## src/rtl/fx_master_burst.sv

```systemverilog
// ---------------------------------------------------------------------------
// FxMasterBurst : byte-stream bus master.
//
// Decodes frames arriving one byte at a time from a phy and turns them into
// burst accesses on a simple strobe-based memory bus:
//   CMD (0x01 write / 0x02 read), ABYTES address bytes MSB first, LEN,
//   then LEN+1 data bytes for a write frame.
// A read frame produces LEN+1 response bytes on the tx handshake.
//
// Ports:
//   clk_sys    system clock, everything on its rising edge
//   rst_n      asynchronous active-low reset
//   rx_data    received byte, qualified by rx_vld (one cycle, no backpressure)
//   tx_data    response byte, qualified by tx_vld, accepted with tx_rdy
//   fx_wr      one-cycle write strobe with fx_waddr / fx_data
//   fx_rd      one-cycle read strobe with fx_raddr
//   fx_q       read data, sampled RD_LAT cycles after the fx_rd edge
//   busy       high whenever the FSM is away from IDLE
//   frame_err  one-cycle pulse on a bad command or an inter-byte timeout
//
// Optional feature: define FX_MASTER_CSUM_EN to append an XOR checksum
// byte after every read response.
// ---------------------------------------------------------------------------
module fx_master_burst #(
  parameter int ADDR_W = 22,
  parameter int RD_LAT = 1,
  parameter int TO_CYC = 1000
) (
  input  logic              clk_sys,
  input  logic              rst_n,
  input  logic [7:0]        rx_data,
  input  logic              rx_vld,
  output logic [7:0]        tx_data,
  output logic              tx_vld,
  input  logic              tx_rdy,
  output logic              fx_wr,
  output logic [ADDR_W-1:0] fx_waddr,
  output logic [7:0]        fx_data,
  output logic              fx_rd,
  output logic [ADDR_W-1:0] fx_raddr,
  input  logic [7:0]        fx_q,
  output logic              busy,
  output logic              frame_err
);

  localparam int ABYTES = (ADDR_W + 7) / 8;

  typedef enum logic [2:0] {
    ST_IDLE  = 3'd0,
    ST_ADDR  = 3'd1,
    ST_LEN   = 3'd2,
    ST_WDAT  = 3'd3,
    ST_RREQ  = 3'd4,
    ST_RWAIT = 3'd5,
    ST_RSEND = 3'd6
`ifdef FX_MASTER_CSUM_EN
    ,
    ST_CSUM  = 3'd7
`endif
  } state_t;

  state_t              state_q;
  logic                isRead_q;
  logic [2:0]          aCnt_q;
  logic [ADDR_W-1:0]   addr_q;
  logic [8:0]          cnt_q;
  logic [15:0]         toCnt_q;
  logic [2:0]          latCnt_q;
  logic [7:0]          txData_q;
  logic                txVld_q;
  logic                fxWr_q;
  logic [ADDR_W-1:0]   fxWaddr_q;
  logic [7:0]          fxData_q;
  logic                fxRd_q;
  logic [ADDR_W-1:0]   fxRaddr_q;
  logic                frameErr_q;
`ifdef FX_MASTER_CSUM_EN
  logic [7:0]          csum_q;
`endif

  logic [ADDR_W-1:0]   addrShift_d;
  logic [ADDR_W-1:0]   addrInc_d;
  logic                lastByte_d;
  logic                toHit_d;

  // Shifting every address byte into an ADDR_W-wide register keeps exactly
  // the low ADDR_W bits once all ABYTES bytes have been collected.
  assign addrShift_d = ADDR_W'({addr_q, rx_data});
  assign addrInc_d   = addr_q + ADDR_W'(1);
  assign lastByte_d  = (cnt_q == 9'd1);
  // Fires after TO_CYC consecutive cycles without an rx byte.
  assign toHit_d     = (toCnt_q == 16'(TO_CYC - 1));

  always_ff @(posedge clk_sys or negedge rst_n) begin
    if (!rst_n) begin
      state_q    <= ST_IDLE;
      isRead_q   <= 1'b0;
      aCnt_q     <= '0;
      addr_q     <= '0;
      cnt_q      <= '0;
      toCnt_q    <= '0;
      latCnt_q   <= '0;
      txData_q   <= '0;
      txVld_q    <= 1'b0;
      fxWr_q     <= 1'b0;
      fxWaddr_q  <= '0;
      fxData_q   <= '0;
      fxRd_q     <= 1'b0;
      fxRaddr_q  <= '0;
      frameErr_q <= 1'b0;
`ifdef FX_MASTER_CSUM_EN
      csum_q     <= '0;
`endif
    end else begin
      fxWr_q     <= 1'b0;
      fxRd_q     <= 1'b0;
      frameErr_q <= 1'b0;

      case (state_q)
        ST_IDLE: begin
          if (rx_vld) begin
            if (rx_data == 8'h01 || rx_data == 8'h02) begin
              isRead_q <= (rx_data == 8'h02);
              aCnt_q   <= '0;
              toCnt_q  <= '0;
              state_q  <= ST_ADDR;
            end else begin
              frameErr_q <= 1'b1;
            end
          end
        end

        ST_ADDR: begin
          if (rx_vld) begin
            toCnt_q <= '0;
            addr_q  <= addrShift_d;
            if (aCnt_q == 3'(ABYTES - 1)) begin
              state_q <= ST_LEN;
            end else begin
              aCnt_q <= aCnt_q + 3'd1;
            end
          end else if (toHit_d) begin
            frameErr_q <= 1'b1;
            state_q    <= ST_IDLE;
          end else begin
            toCnt_q <= toCnt_q + 16'd1;
          end
        end

        ST_LEN: begin
          if (rx_vld) begin
            toCnt_q <= '0;
            cnt_q   <= {1'b0, rx_data} + 9'd1;
            if (isRead_q) begin
`ifdef FX_MASTER_CSUM_EN
              csum_q <= '0;
`endif
              state_q <= ST_RREQ;
            end else begin
              state_q <= ST_WDAT;
            end
          end else if (toHit_d) begin
            frameErr_q <= 1'b1;
            state_q    <= ST_IDLE;
          end else begin
            toCnt_q <= toCnt_q + 16'd1;
          end
        end

        ST_WDAT: begin
          if (rx_vld) begin
            toCnt_q   <= '0;
            fxWr_q    <= 1'b1;
            fxWaddr_q <= addr_q;
            fxData_q  <= rx_data;
            addr_q    <= addrInc_d;
            cnt_q     <= cnt_q - 9'd1;
            if (lastByte_d) begin
              state_q <= ST_IDLE;
            end
          end else if (toHit_d) begin
            frameErr_q <= 1'b1;
            state_q    <= ST_IDLE;
          end else begin
            toCnt_q <= toCnt_q + 16'd1;
          end
        end

        ST_RREQ: begin
          fxRd_q    <= 1'b1;
          fxRaddr_q <= addr_q;
          latCnt_q  <= '0;
          state_q   <= ST_RWAIT;
        end

        // The fx_rd edge counts as the first wait cycle, so fx_q is taken
        // on the RD_LAT-th edge after the strobe went high.
        ST_RWAIT: begin
          if (latCnt_q == 3'(RD_LAT - 1)) begin
            txData_q <= fx_q;
            txVld_q  <= 1'b1;
`ifdef FX_MASTER_CSUM_EN
            csum_q   <= csum_q ^ fx_q;
`endif
            state_q  <= ST_RSEND;
          end else begin
            latCnt_q <= latCnt_q + 3'd1;
          end
        end

        ST_RSEND: begin
          if (tx_rdy) begin
            addr_q <= addrInc_d;
            cnt_q  <= cnt_q - 9'd1;
            if (lastByte_d) begin
`ifdef FX_MASTER_CSUM_EN
              // Checksum goes out back-to-back, tx_vld stays high.
              txData_q <= csum_q;
              state_q  <= ST_CSUM;
`else
              txVld_q  <= 1'b0;
              state_q  <= ST_IDLE;
`endif
            end else begin
              txVld_q <= 1'b0;
              state_q <= ST_RREQ;
            end
          end
        end

`ifdef FX_MASTER_CSUM_EN
        ST_CSUM: begin
          if (tx_rdy) begin
            txVld_q <= 1'b0;
            state_q <= ST_IDLE;
          end
        end
`endif

        default: state_q <= ST_IDLE;
      endcase
    end
  end

  assign tx_data   = txData_q;
  assign tx_vld    = txVld_q;
  assign fx_wr     = fxWr_q;
  assign fx_waddr  = fxWaddr_q;
  assign fx_data   = fxData_q;
  assign fx_rd     = fxRd_q;
  assign fx_raddr  = fxRaddr_q;
  assign frame_err = frameErr_q;
  assign busy      = (state_q != ST_IDLE);

endmodule
```

## config.mk

```make
export PLATFORM = sky130hd
export DESIGN_NAME = fx_master_burst
export DESIGN_NICKNAME = d
export VERILOG_FILES = /design/src/rtl/fx_master_burst.sv
export SDC_FILE = /design/constraint.sdc
export NUM_CORES = 1
export LEC_CHECK = 0
export CORE_MARGIN = 5
export CORE_UTILIZATION = 43
export DETAILED_ROUTE_END_ITERATION = 8
export GPL_ROUTABILITY_DRIVEN = 1
export PLACE_DENSITY = 0.78
export SYNTH_ARGS = -nofsm -noshare
export SYNTH_HDL_FRONTEND = slang
export SYNTH_SLANG_ARGS = --single-unit
```

## constraint.sdc

```tcl
create_clock -name clk_sys -period 2 [get_ports clk_sys]
set_input_delay 0.4 -clock clk_sys [delete_from_list [all_inputs] [get_ports clk_sys]]
set_output_delay 0.4 -clock clk_sys [all_outputs]
set_load 0.02 [all_outputs]
```

Word-level counts from Yosys, hierarchy flattened
Cells that the tools add are included.
W data, S select, Z words.
Storage, ports and cells
  register bits after elaboration: 121
  bits in latches: 0
  bits in writable memories: 0
  memory bits (read-only): 0
  output and inout bits: 65
  word-level logic and storage cells: 109
  memories: 0
Cells by class
  add/subtract/negate cells: 6
  multipliers: 0
  divide/modulo/power cells: 0
  $lt $le $gt $ge: 0
  equality and inequality tests: 23
  shifts and indexed selects: 0
  muxes and demuxes: 44
  bitwise logic cells: 0
  reduce and logical (&&, ||, !) cells: 21
Operator list (number)
  $mux W22: 3
  $pmux W22 S3: 1
  $mux W16: 4
  $mux W3: 17
  $pmux W16 S2: 1
  $mux W9: 3
  $pmux W9 S3: 1
  $add A22 B1 Y22 const B: 1
  $pmux W3 S7: 1
  $ne A2 B2 Y1 const B: 9
  $add A16 B1 Y16 const B: 1
  $eq A16 B10 Y1 const B: 1
  $pmux W3 S2: 2
  $reduce_and A4 Y1: 3
  $add A8 B1 Y9 const B: 1
  $eq A3 B2 Y1 const B: 3
  $eq A3 B3 Y1 const B: 3
  $eq A9 B1 Y1 const B: 1
  $mux W1: 9
  $ne A3 B3 Y1 const B: 3
  $reduce_bool A3 Y1: 3
  $sub A9 B1 Y9 const B: 1
  $eq A8 B1 Y1 const B: 1
  $eq A8 B2 Y1 const B: 1
  11 further kinds: 20

Depth between registers and ports, before layout
  depth in word-level cells: 5
  gate-level depth with buffers: 7

Worst setup path after synthesis
Ideal clock, no wire load.
  path kind: input-to-reg
  start point: in rx_data[4]
  end point: reg toCnt_q[15]
  setup time: 0.124 ns
  data arrival time: 1.950 ns
  data required time: 1.876 ns
  path slack: -0.074 ns
  cell stages on the path: 5
  path buffers: 2
  path through: clkbuf_1 or4_1 buf_2 o41a_1 a211o_2
On the way
  longest elaborated chain between the ends: 4
  elaborated cells between the ends (all ways): 5
  classes of those cells: eq/ne (3); reduce/logical (2)
RTL lines
  start: declaration: RTL line 31  | input logic [7:0] rx_data,
  $eq A8 B1 Y1 / $eq A8 B2 Y1 (equally long branches): RTL line 122  | if (rx_data == 8'h01 || rx_data == 8'h02) begin
  $logic_or A1 B1 Y1 *: RTL line 122
  $ne A2 B2 Y1 (no source line) *
  $reduce_and A4 Y1 (no source line) *
  end signal: assignment: RTL line 146  | toCnt_q <= toCnt_q + 16'd1;
  end signal: assignment: RTL line 166  | toCnt_q <= toCnt_q + 16'd1;
  end signal: assignment: RTL line 185  | toCnt_q <= toCnt_q + 16'd1;
  end: declaration: RTL line 67  | logic [15:0] toCnt_q;
Every way passes the cells marked *; elsewhere a longest branch is shown, timed or not.
A chain may end at the register's enable or synchronous reset.

Final worst setup path
  start point: reg state_q[2]
  end point: out busy
On the way
  longest elaborated chain between the ends: 1
RTL lines
  start: declaration: RTL line 62  | state_t state_q;
  start signal: assignment: RTL line 96  | state_q <= ST_IDLE;
  start signal: assignment: RTL line 126  | state_q <= ST_ADDR;
  start signal: assignment: RTL line 138  | state_q <= ST_LEN;
  $reduce_bool A3 Y1: RTL line 253  | assign busy = (state_q != ST_IDLE);
  end: declaration: RTL line 42  | output logic busy,
No other way between the ends.

==> results_tabular.tex <==
\begin{tabular}{lr}
\hline
Metric & Value \\
\hline
\multicolumn{2}{l}{\textbf{Run status}} \\
\quad Status & complete, no violations \\
\multicolumn{2}{l}{\textbf{STA}} \\
\quad Worst Slack Setup Final & 73.98 ps \\
\quad Transition time at the pin with the least slew margin & 624.3 ps \\
\quad Max Clock Freq & 0.5192 GHz \\
\quad Final-report hold violation count & 0 \\
\quad Share of the cycle needed by the critical path after routing & 96.30\% \\
\quad Final worst path period need & 1926 ps \\
\quad Setup-failing EPs final & 0 \\
\quad Slew HR & 58.38\% \\
\quad Clk\_skew & 13.45 ps \\
\quad Slew Viols, Final & 0 \\
\multicolumn{2}{l}{\textbf{Pwr}} \\
\quad Clk pwr share & 20.9\% \\
\quad Power Internal & 8.531 mW \\
\quad Part of the power in combinational logic & 48.2\% \\
\quad Total net switching power & 5.726 mW \\
\quad Leakage Power & 3.771 nW \\
\quad Power per Cell Area & 1661 nW/um\^{}2 \\
\quad Sw Share & 40.16\% \\
\quad Worst voltage drop across the vdd grid & 856.1 uV \\
\quad Register share of total power & 30.9\% \\
\multicolumn{2}{l}{\textbf{Worst hold path}} \\
\quad Class of the tightest hold or removal check & input pin to async pin \\
\multicolumn{2}{l}{\textbf{Clock tree}} \\
\quad Worst skew pair latency & 420 ps \\
\quad Clock Tree Buf Depth & 2 \\
\quad Clock transition at the registers of the reported paths & 60 ps \\
\quad Clk sinks & 121 \\
\quad Clock tree root driver cell & clkbuf\_16 \\
\quad CTS tree & done \\
\quad Total CTS buffers & 17 \\
\quad H-tree Lvls & 4 \\
\multicolumn{2}{l}{\textbf{Routing}} \\
\quad Number of remaining DRC errors & 0 \\
\quad Starting DRT DRC Count & 586 \\
\quad Number of detailed-route iterations in the first pass & 8 \\
\quad Ratio of routed vias to standard cells & 5.932 \\
\quad WL per Instance & 18.03 um \\
\quad Final ANT Viol Nets & 0 \\
\quad Routed via count & 5926 \\
\quad Final wirelength & 18010 um \\
\multicolumn{2}{l}{\textbf{Global routing}} \\
\quad Tot GR Track Use & 21.65\% \\
\quad Number of antenna violations at the first check in global routing & 0 \\
\quad Vias in the first global route & 5844 \\
\quad Final global-route overflow total & 0 \\
\quad Maximum number of pins on one net before global-route repair & 44 \\
\quad First-pass GRT wire length & 29540 um \\
\multicolumn{2}{l}{\textbf{Logic synthesis}} \\
\quad Count of state elements after synthesis & 121 \\
\quad Avg Inst Size Synth & 9.634 um\^{}2 \\
\quad Post-synthesis cell type count & 67 \\
\quad Number of synthesis warnings & 0 \\
\quad Top post-synthesis cells by area & dfrtp\_1, nand2\_1, mux2\_2 \\
\quad Syn Std Cell Area & 6291 um\^{}2 \\
\quad Synth Flop Type & dfrtp\_1 \\
\quad Seq/Total Area, Yosys & 48.13\% \\
\quad Area share of the leading cell type in the synthesized netlist & 48.13\% \\
\quad Count of mapped cells out of synthesis & 653 \\
\quad Proportion of synthesized flip-flops having asynchronous set or reset & 100.0\% \\
\quad Post-synth EDFFs & 0 \\
\quad Net count of the mapped netlist & 684 \\
\quad Cell accounting for the most synthesized area & dfrtp\_1 \\
\multicolumn{2}{l}{\textbf{Critical path}} \\
\quad Crit. End Element & primary output \\
\quad Origin of the worst setup path & state\_q[2] \\
\quad Startpoint Class & register \\
\quad R2R Path Start & cnt\_q[2] \\
\quad CP max FO & 7 \\
\quad Data arrival, critical path & 1530 ps \\
\quad Critical path type & register to primary output \\
\quad Data required time of the critical path & 1600 ps \\
\multicolumn{2}{l}{\textbf{Die}} \\
\quad \# rows & 44 \\
\quad Effective utilization at floorplan & 43.62\% \\
\quad DIE WIDTH & 131.0 um \\
\quad I/O pin cnt & 85 \\
\quad Die extent in y & 131.0 um \\
\quad Core region area & 14420 um\^{}2 \\
\quad Total die area & 17150 um\^{}2 \\
\multicolumn{2}{l}{\textbf{Placed design}} \\
\quad Worst slack after detailed placement & -576.7 ps \\
\quad Routability-driven placement congestion ratio & 0.9205 \\
\quad Final HPWL DP & 12580 um \\
\quad Port Buf Inserts & 84 \\
\quad Total placed cells including tap cells & 964 \\
\multicolumn{2}{l}{\textbf{Final layout}} \\
\quad Fraction of layout cells with a size suffix above 1 & 20.98\% \\
\quad Most common cell after layout, fill and taps aside & dfrtp\_1 \\
\quad FILL cells & 1211 \\
\quad Net total in the final layout & 833 \\
\quad Filler-free cell count of the finished design & 999 \\
\quad ANT cells & 0 \\
\quad Most frequent cells in the layout & dfrtp\_1, nand2\_1, buf\_4 \\
\quad Synth-to-layout area growth & 36.46\% \\
\multicolumn{2}{l}{\textbf{Run}} \\
\quad Max Cap Violations & 0 \\
\hline
\end{tabular}
[per-layer routing]
metal  vias to the layer above  part of all wire [%]  track usage, %
met1                      2884                    45           30.79
met3                        25                   7.6           5.854
li1                       2715                     -               -
met4                         0                   1.0           5.384
met2                       302                    46           33.00
met5                         -                     0               0
[cells by family (layout without fill, tap and decap cells)]
| group | after synthesis | after routing | synth area share, % |
|---|---|---|---|
| buf+inv | 62 | 223 | 3.918 |
| compound gates | 165 | 166 | 18.40 |
| simple gates | 254 | 254 | 20.49 |
| fa+ha+maj | 11 | 11 | 2.188 |
| xor+xnor | 5 | 5 | 0.6962 |
| flops | 121 | 121 | 48.13 |
| mux | 35 | 35 | 6.185 |
[state kept, by name, indices dropped and copies added, names as in the netlist, 8 cells and up]
| register | count |
|---|---|
| addr_q | 22 |
| fx_waddr | 22 |
| tx_data | 8 |
| toCnt_q | 16 |
| fx_data | 8 |
| fx_raddr | 22 |
| cnt_q | 9 |
[layout make-up]
type	count	area, um^2	share of cell area [%]
multi-input cells	471	3060	35.65
flip-flops and latches	121	3029	35.29
repair buffers	174	1627	18.95
clock buffers	18	439.2	5.116
inverters	17	63.81	0.7433
well taps	184	230.2	2.682
clock inverters	14	135.1	1.574
[worst max-delay path, cell delays in order (launching register included)]
cell and delay (ps):
dfrtp_2 460, nor3_4 220, inv_1 100, dlygate4sd2_1 330
[what timing repair did]
action | CTS | global route
hold endpoints to repair | 0 | 0
setup endpoints to repair | 13 | 19
setup buffers | 0 | 2
hold buffers | 0 | 0
cloned | 1 | 0
gates resized for setup | 3 | 11
pin swaps | 1 | 5
[cell usage after synthesis (4+ instances only)]
cell      instances
clkbuf_1         37
nand3b_1          4
inv_1            16
a22o_1            6
nand3_1          27
nand2_1         111
and4_1            8
o22a_1            9
o21a_1            4
a21oi_1          35
nand2b_1          6
or2_2             4
o22ai_1          10
nand4_1          16
mux2_2           31
nand4b_1          4
ha_1             11
dfrtp_1         121
o21ai_0          26
a311oi_1          4
and3_1           11
nor2b_1           4
nor2_1           17
a21o_1            7
a211oi_1         11
nor4_1            5
nor3_1           15
or4_1             6
mux2i_1           4
a31oi_1          15
and2_1            4
buf_2             5
[stage by stage]
step | hold WS, ps | area, um^2 | power, mW | utilization, % | TNS [ps]
final | 1.675 | 8584 | 14.26 | 59.52 | 0
after CTS | 25.92 | 8533 | 14.18 | 59.16 | 0
after detailed placement | 461.6 | 7940 | 11.11 | 55.05 | -11990
after global routing | 55.73 | 8584 | 15.11 | 59.52 | -21.66
after floorplan | 104.4 | 6292 | 8.037 | - | -2.855
after global placement | 459.5 | 7940 | 10.90 | 55.05 | -10670
[worst paths after layout]
| check | end | slack (ps) | cells after the start |
|---|---|---|---|
| setup / recovery | busy | 70 | 3 |
| hold / removal | aCnt_q[2] | 2 | 1 |
| setup reg to reg | cnt_q[7] | 110 | 4 |
| hold reg to reg | fx_waddr[14] | 470 | 2 |
| max in group asynchronous | state_q[2] | 1410 | 2 |
| min in group clk_sys | fx_data[5] | 390 | 4 |
[power by group through the flow]
stage / Combinational [mW] / Clock (mW) / Sequential (mW)
after detailed placement: 6.73 / 0 / 4.38
after global routing: 7.43 / 3.13 / 4.55
final: 6.88 / 2.97 / 4.41
after CTS: 6.80 / 3.02 / 4.37
after global placement: 6.58 / 0 / 4.32
after floorplan: 3.17 / 0 / 4.87
Note: power is estimated with default switching activity, not from simulation.
